File: config.mk
export PLATFORM = sky130hd
export DESIGN_NAME = display_value_sampler
export DESIGN_NICKNAME = d
export VERILOG_FILES = /design/src/rtl/display_value_sampler.sv
export SDC_FILE = /design/constraint.sdc
export NUM_CORES = 1
export LEC_CHECK = 0
export BUFFER_PORTS_ARGS = -buffer_cell sky130_fd_sc_hd__buf_2
export CORE_MARGIN = 2
export CORE_UTILIZATION = 40
export CTS_CLUSTER_DIAMETER = 150
export CTS_CLUSTER_SIZE = 16
export DETAILED_ROUTE_END_ITERATION = 6
export SYNTH_ARGS = -nofsm -noshare
export SYNTH_HDL_FRONTEND = slang
export SYNTH_SLANG_ARGS = --single-unit
File: constraint.sdc
create_clock -name clk -period 5.4 [get_ports clk]
set_input_delay 0.81 -clock clk [delete_from_list [all_inputs] [get_ports clk]]
set_output_delay 0.81 -clock clk [all_outputs]
set_load 0.005 [all_outputs]
File: src/rtl/display_value_sampler.sv
`default_nettype none
// +--------------------------------------------------------------------------+
// | display_value_sampler                                                    |
// | Rate-limited, saturating value feeder for the 4-digit display, with a    |
// | debounced freeze button. Define SIGNED_MAG_EN for two's-complement input.|
// | Revision: 1.0                                                            |
// +--------------------------------------------------------------------------+
module display_value_sampler #(
   parameter int SAMPLE_DIV      = 25000000,
   parameter int DEBOUNCE_CYCLES = 1000000,
   parameter int MAX_DISPLAY     = 9999
) (
   input  logic        clk,
   input  logic        reset,
   input  logic [15:0] value_in,
   input  logic        in_valid,
   input  logic        btn_freeze,
   output logic [12:0] number,
   output logic        overflow,
   output logic        negative,
   output logic        frozen,
   output logic        update_pulse
);

   localparam int c_PW = (SAMPLE_DIV > 2) ? $clog2(SAMPLE_DIV) : 1;
   localparam int c_DW = (DEBOUNCE_CYCLES > 2) ? $clog2(DEBOUNCE_CYCLES) : 1;
   localparam logic [c_PW-1:0] c_PRESC_LAST = c_PW'(SAMPLE_DIV - 1);
   localparam logic [c_DW-1:0] c_DB_LAST    = c_DW'(DEBOUNCE_CYCLES - 1);
   localparam logic [15:0]     c_MAX16      = 16'(MAX_DISPLAY);
   localparam logic [12:0]     c_MAX13      = 13'(MAX_DISPLAY);

   typedef enum logic [0:0] {
      ST_RUN  = 1'b0,
      ST_HOLD = 1'b1
   } state_t;

   logic [c_PW-1:0] r_presc;
   logic [15:0]     r_staging;
   logic            r_pending;
   logic            r_sync1;
   logic            r_sync2;
   logic [1:0]      r_fill;
   logic [c_DW-1:0] r_db_cnt;
   logic            r_stable;
   logic            r_armed;
   state_t          r_state;

   logic [15:0]     w_mag;
   logic            w_neg;
   logic            w_sat;
   logic [12:0]     w_num;
   logic            w_tick;
   logic            w_update;
   logic            w_db_diff;
   logic            w_db_done;
   logic            w_rise;

`ifdef SIGNED_MAG_EN
   // 0x8000 negates to itself, which reads as 32768 unsigned and saturates.
   assign w_mag = r_staging[15] ? (~r_staging + 16'd1) : r_staging;
   assign w_neg = r_staging[15];
`else
   assign w_mag = r_staging;
   assign w_neg = 1'b0;
`endif

   assign w_sat     = (w_mag > c_MAX16);
   assign w_num     = w_sat ? c_MAX13 : w_mag[12:0];
   assign w_tick    = (r_presc == c_PRESC_LAST);
   assign w_update  = w_tick && r_pending && !frozen;
   assign w_db_diff = (r_sync2 != r_stable);
   assign w_db_done = w_db_diff && (r_db_cnt == c_DB_LAST);
   // Toggle on the same edge the debounced level rises.
   assign w_rise    = w_db_done && r_sync2 && r_armed;

   always_ff @(posedge clk) begin
      if (reset) begin
         r_presc <= '0;
      end else if (w_tick) begin
         r_presc <= '0;
      end else begin
         r_presc <= r_presc + 1'b1;
      end
   end

   always_ff @(posedge clk) begin
      if (reset) begin
         r_staging <= '0;
         r_pending <= 1'b0;
      end else if (in_valid) begin
         r_staging <= value_in;
         r_pending <= 1'b1;
      end else if (w_update) begin
         r_pending <= 1'b0;
      end
   end

   always_ff @(posedge clk) begin
      if (reset) begin
         number       <= '0;
         overflow     <= 1'b0;
         negative     <= 1'b0;
         update_pulse <= 1'b0;
      end else begin
         update_pulse <= w_update;
         if (w_update) begin
            number   <= w_num;
            overflow <= w_sat;
            negative <= w_neg;
         end
      end
   end

   always_ff @(posedge clk) begin
      if (reset) begin
         r_sync1  <= 1'b0;
         r_sync2  <= 1'b0;
         r_fill   <= '0;
         r_db_cnt <= '0;
         r_stable <= 1'b0;
         r_armed  <= 1'b0;
      end else begin
         r_sync1 <= btn_freeze;
         r_sync2 <= r_sync1;
         r_fill  <= {r_fill[0], 1'b1};
         if (w_db_done) begin
            r_stable <= r_sync2;
            r_db_cnt <= '0;
         end else if (w_db_diff) begin
            r_db_cnt <= r_db_cnt + 1'b1;
         end else begin
            r_db_cnt <= '0;
         end
         // A button held through reset must be seen released before it can freeze.
         if (r_fill[1] && !r_sync2 && !r_stable) begin
            r_armed <= 1'b1;
         end
      end
   end

   always_ff @(posedge clk) begin
      if (reset) begin
         r_state <= ST_RUN;
         frozen  <= 1'b0;
      end else begin
         case (r_state)
            ST_RUN: begin
               if (w_rise) begin
                  r_state <= ST_HOLD;
                  frozen  <= 1'b1;
               end
            end
            ST_HOLD: begin
               if (w_rise) begin
                  r_state <= ST_RUN;
                  frozen  <= 1'b0;
               end
            end
            default: begin
               r_state <= ST_RUN;
               frozen  <= 1'b0;
            end
         endcase
      end
   end

endmodule
`default_nettype wire

## Yosys cells after proc, flatten, opt, wreduce, memory -nomap -nowiden

Cells that the tools add are included.

| storage, ports and cells | value |
|---|---|
| flip-flop bits (word level) | 85 |
| input port bits | 20 |
| output and inout port bits | 17 |
| logic and storage cells | 49 |

| cells by class | value |
|---|---|
| add/sub/neg operators | 2 |
| magnitude comparators | 1 |
| eq/ne operators | 5 |
| mux-type cells | 10 |
| bitwise operators | 2 |
| reductions and logical operators | 14 |

Operator list:

| operator | count |
|---|---|
| $add A25 B1 Y25 const B | 1 |
| $eq A25 B25 Y1 const B | 1 |
| $add A20 B1 Y20 const B | 1 |
| $eq A20 B20 Y1 const B | 1 |
| $gt A16 B14 Y1 const B | 1 |
| $mux W13 | 1 |
| $logic_and A1 B1 Y1 | 7 |
| $mux W1 | 7 |
| $pmux W1 S2 | 2 |
| $logic_not A1 Y1 | 3 |
| $reduce_or A3 Y1 | 1 |
| $ne A2 B1 Y1 const B | 1 |
| $ne A2 B2 Y1 const B | 1 |
| $not A1 Y1 | 2 |
| $reduce_and A2 Y1 | 1 |
| $reduce_bool A2 Y1 | 1 |
| $reduce_or A2 Y1 | 1 |
| $ne A1 B1 Y1 | 1 |

## Depth between registers and ports, before layout

| logic depth | value |
|---|---|
| depth after elaboration | 6 |
| gate-level depth with buffers | 9 |
| gate-level depth less buffers | 9 |

## Worst setup path before layout

OpenSTA, ideal clock, no wires.

| timing | value |
|---|---|
| kind | register to register |
| start | reg r_db_cnt[11] |
| end | reg frozen |
| arrival | 2.006 ns |
| path slack | 3.308 ns |
| stages on the path, launching flop included | 9 |
| buffers on the path | 0 |
| clock period less this slack | 2.092 ns |
| cells stage by stage | dfxtp_1 > or4b_2 > nor3_1 > and4_1 > nand4b_1 > ha_1 > nor2_1 > nor2_1 > a211oi_1 |

| between the ends | value |
|---|---|
| cells in the longest elaborated chain, start to end | 6 |
| elaborated cells on any way between the ends | 7 |
| those cells by class | 3 x eq/ne; 4 x reduce/logical |

RTL lines:

| what | line | text |
|---|---|---|
| from (decl) | 43 | `logic [c_DW-1:0] r_db_cnt;` |
| from (signal assigned) | 130 | `r_db_cnt <= r_db_cnt + 1'b1;` |
| $eq A20 B20 Y1 * | 72 | `assign w_db_done = w_db_diff && (r_db_cnt == c_DB_LAST);` |
| $logic_and A1 B1 Y1 * | 72 |  |
| $logic_and A1 B1 Y1 * (2 in a row) | 74 | `assign w_rise = w_db_done && r_sync2 && r_armed;` |
| $ne A2 B2 Y1 (no line) / $ne A2 B1 Y1 (equally long branches) | -- |  |
| $reduce_and A2 Y1 (no line) * | -- |  |
| to (signal assigned) | 144 | `frozen <= 1'b0;` |
| to (signal assigned) | 150 | `frozen <= 1'b1;` |
| to (signal assigned) | 156 | `frozen <= 1'b0;` |
| to (decl) | 21 | `output logic frozen,` |

Mark *: on every way between the ends. The rest lies on a longest branch, timed or not.
A chain may end at the register's enable or synchronous reset.

## Worst setup path in the final report

Ends and elaborated chain as after synthesis.

==> results.md <==
- Min Tclk post-route: 2.31 ns
- Max incr delay on CP: 0.67 ns
- Layout area overhead: 11.7%
- Vias in the first global route: 2,481
- Dpl cells: 511
- Synth top area share: 48.2%
- Num ports: 37
- Non-filler cells, final: 526
- Die width: 98.0 um
- Outcome: finished clean
- First-pass GRT wire length: 11,100 um
- Adder-cell area share of the yosys netlist: 1.42%
- Final setup vio count: 0
- Max stage delay cell, worst path: or4b_2
- Worst setup path category: reg2reg
- Largest net degree at the start of global routing: 42
- Synth Area in XOR/XNOR: 10.4%
- CP required: 5.66 ns
- Peak supply drop: 0.156 mV
- Mux contribution to synthesized area: 5.10%
- # DRC: 0
- Post-CTS Setup Bufs: 0
- Max-slew headroom: 40.3%
- Post-DRT Antenna Nets: 0
- Clk_lat worst skew: 0.35 ns
- Hold path depth: 1
- Arr. time, crit path: 2.57 ns
- Htree depth: 3
- HPWL Detailed: 4320 um
- Slew @ Worst Pin: 0.888 ns
- Post-Route WL: 6200 um
- Most frequent cells after synthesis: dfxtp_1, nor2_1, xor2_1
- WL/cell: 11.8 um
- CTS root buf: clkbuf_8
- Seq cells post-synth: 85
- Die height: 98.0 um
- Clk buf depth: 2
- Initial DRT Pass Iterations: 4
- Share of cells above drive strength 1: 14.1%
- Worst R2R Path Depth: 8
- PnR worst setup slack: 3.09 ns
- Max Slew Vio Count: 0
- Number of synthesized flops with an enable pin: 0
- Gr ovfl total: 0
- Largest family of logic cells by synthesized area: simple AND/OR/NAND/NOR gates
- DIE AREA: 0.00960 mm2
- Max-cap viol count: 0
- Mapped Cells: 384
- Hold Crit Class: reg2reg
- Worst Skew: 0.0100 ns
- CP startpoint kind: flop
- Crit path max fanout: 6
- Dpl ws: 2.95 ns
- Worst hold path startpoint: r_sync1
- DRT iter0 DRCs: 93
- CP startpoint: r_db_cnt[11]
- Capturing point of the worst reg2reg path: frozen
- Synth unique cells: 46
- Hold buffer count at cts: 0
- Synth Area per Inst: 9.20 um2
- CTS-repair resized insts: 0
- Clock transition at path regs: 0.08 ns
- Port bufs: 35
- Leakage: 0.00151 uW
- Synth Warn #: 0
- Final period util: 42.8%
- Count leader, synth: dfxtp_1
- Crit end category: flop
- Ant diodes: 0
- Rows: 34
- Dominant synthesized flop cell: dfxtp_1
- Post-Synth Simple-Gate Area: 28.6%
- Initial core utilization: 40.9%
- Gp weighted congestion: 0.728
- Core area: 0.00864 mm2
- Final hold viol count: 0
- Via total after detailed routing: 2,578
- R2R Setup Slk: 3.09 ns
- Compound-gate portion of the synthesized area: 2.30%
- Fmax: 433 MHz
- RSZ-0062 raised after global routing: no
- Area contributors post-synth: dfxtp_1, nor2_1, xor2_1
- Syn Std Cell Area: 0.00353 mm2
- CTS tree: built
- Hold path endpoint: r_sync2
- Critical path's most frequent cell: nor2_1
- CTS Sinks: 85
- Sum Neg Setup Slack: 0 ns
- Pwr per Cell Area: 298 mW/mm2
- Post-Syn Nets: 408
- Clock buffer count from CTS: 9
- Final net count: 438
- Initial antenna violation count: 0
- Critical-path cell list: or4b_2 > nor3_1 > and4_1 > nand4b_1 > ha_1 > nor2_1 > nor2_1 > a211oi_1
- Origin of the critical flop-to-flop path: r_db_cnt[11]
- Post-synth top area cell: dfxtp_1
- Fill cells: 856
- Routed vias/inst: 4.90
- Sequential fraction of the synthesis area: 48.2%
- Overall routing resource usage: 14.2%
- Ys async rst share: 0%
==> flip-flops by register name, indices dropped and copies added, names as in the netlist <==
name	count
number	13
r_presc	25
r_stable	1
r_state	1
frozen	1
update_pulse	1
r_pending	1
r_db_cnt	20
r_armed	1
r_fill	2
r_staging	16
overflow	1
r_sync1	1
r_sync2	1
==> stage by stage <==
stage / hold slack (ns) / power [uW] / utilization [%] / instance area (um2)
3_5_place_dp: 0.425 / 705 / 43.2 / 3730
2_1_floorplan: 0.414 / 693 / - / 3530
6_report: 0.437 / 1170 / 45.7 / 3950
4_1_cts: 0.440 / 1190 / 45.7 / 3950
3_3_place_gp: 0.422 / 704 / 43.2 / 3730
5_1_grt: 0.455 / 1230 / 45.7 / 3950
==> where the power goes <==
| group | switching (uW) | internal (uW) | total, uW |
|---|---|---|---|
| clock | 215 | 270 | 485 |
| sequential | 8.51 | 638 | 646 |
| combinational | 24.5 | 18.0 | 42.5 |
==> layout make-up <==
class / instances / area (um2) / area share, %
Timing Repair Buffer: 35 / 175 / 4.44
Clock buffer: 11 / 141 / 3.58
Inverter: 7 / 26.3 / 0.666
Clock inverter: 4 / 72.6 / 1.84
Multi-Input combinational cell: 276 / 1690 / 42.9
Tap cell: 108 / 135 / 3.43
Sequential cell: 85 / 1700 / 43.1
==> worst max path at each step <==
stage | end | slack (ns) | depth (start not counted)
after global placement | r_presc[24] | 2.98 | 3
after CTS | frozen | 3.05 | 8
after global routing | frozen | 2.79 | 8
after floorplan | frozen | 3.31 | 8
final | frozen | 3.09 | 8
after detailed placement | r_presc[11] | 2.95 | 3
==> metal layers <==
metal | track usage, % | up-vias | part of all wire [%]
met5 | 0 | - | 0
met2 | 23.8 | 26 | 48
met1 | 17.2 | 1189 | 48
met4 | 4.81 | 0 | 1.2
met3 | 4.65 | 7 | 2.9
li1 | - | 1356 | -
==> layout by cell type (no fill, tap or decap), drive strengths merged, types with 2 or more instances in the layout <==
cell type and count:
or4 2, xnor2 13, bufinv 2, xor2 29
nand3 29, mux2i 18, nor2b 4, and4 7
nor2 84, ha 4, nor4 6, a21oi 7
clkbuf 11, nand4b 2, and3 5, nor3 17
nand2 20, and2 4, inv 7, dfxtp 85
nor4b 2, buf 35, a211oi 2, or2 2
nand4 8
==> critical path, delay by kind of cell, from the launching register on <==
family | cells | cell delay [ns]
flops | 1 | 0.36
fa+ha+maj | 1 | 0.20
compound gates | 1 | 0.20
simple gates | 6 | 1.46
==> cells by family (layout without fill, tap and decap cells) <==
family                     after synthesis  in the layout
DFF                                     85             85
adders and majority gates                4              4
xor gates and xnor gates                42             42
buffers and inverters                   23             57
and+or+nand+nor                        198            198
AOI/OAI and AO/OA                       13             13
muxes                                   18             18
other                                    1              1
No activity file was read; power rests on OpenSTA's default activity.
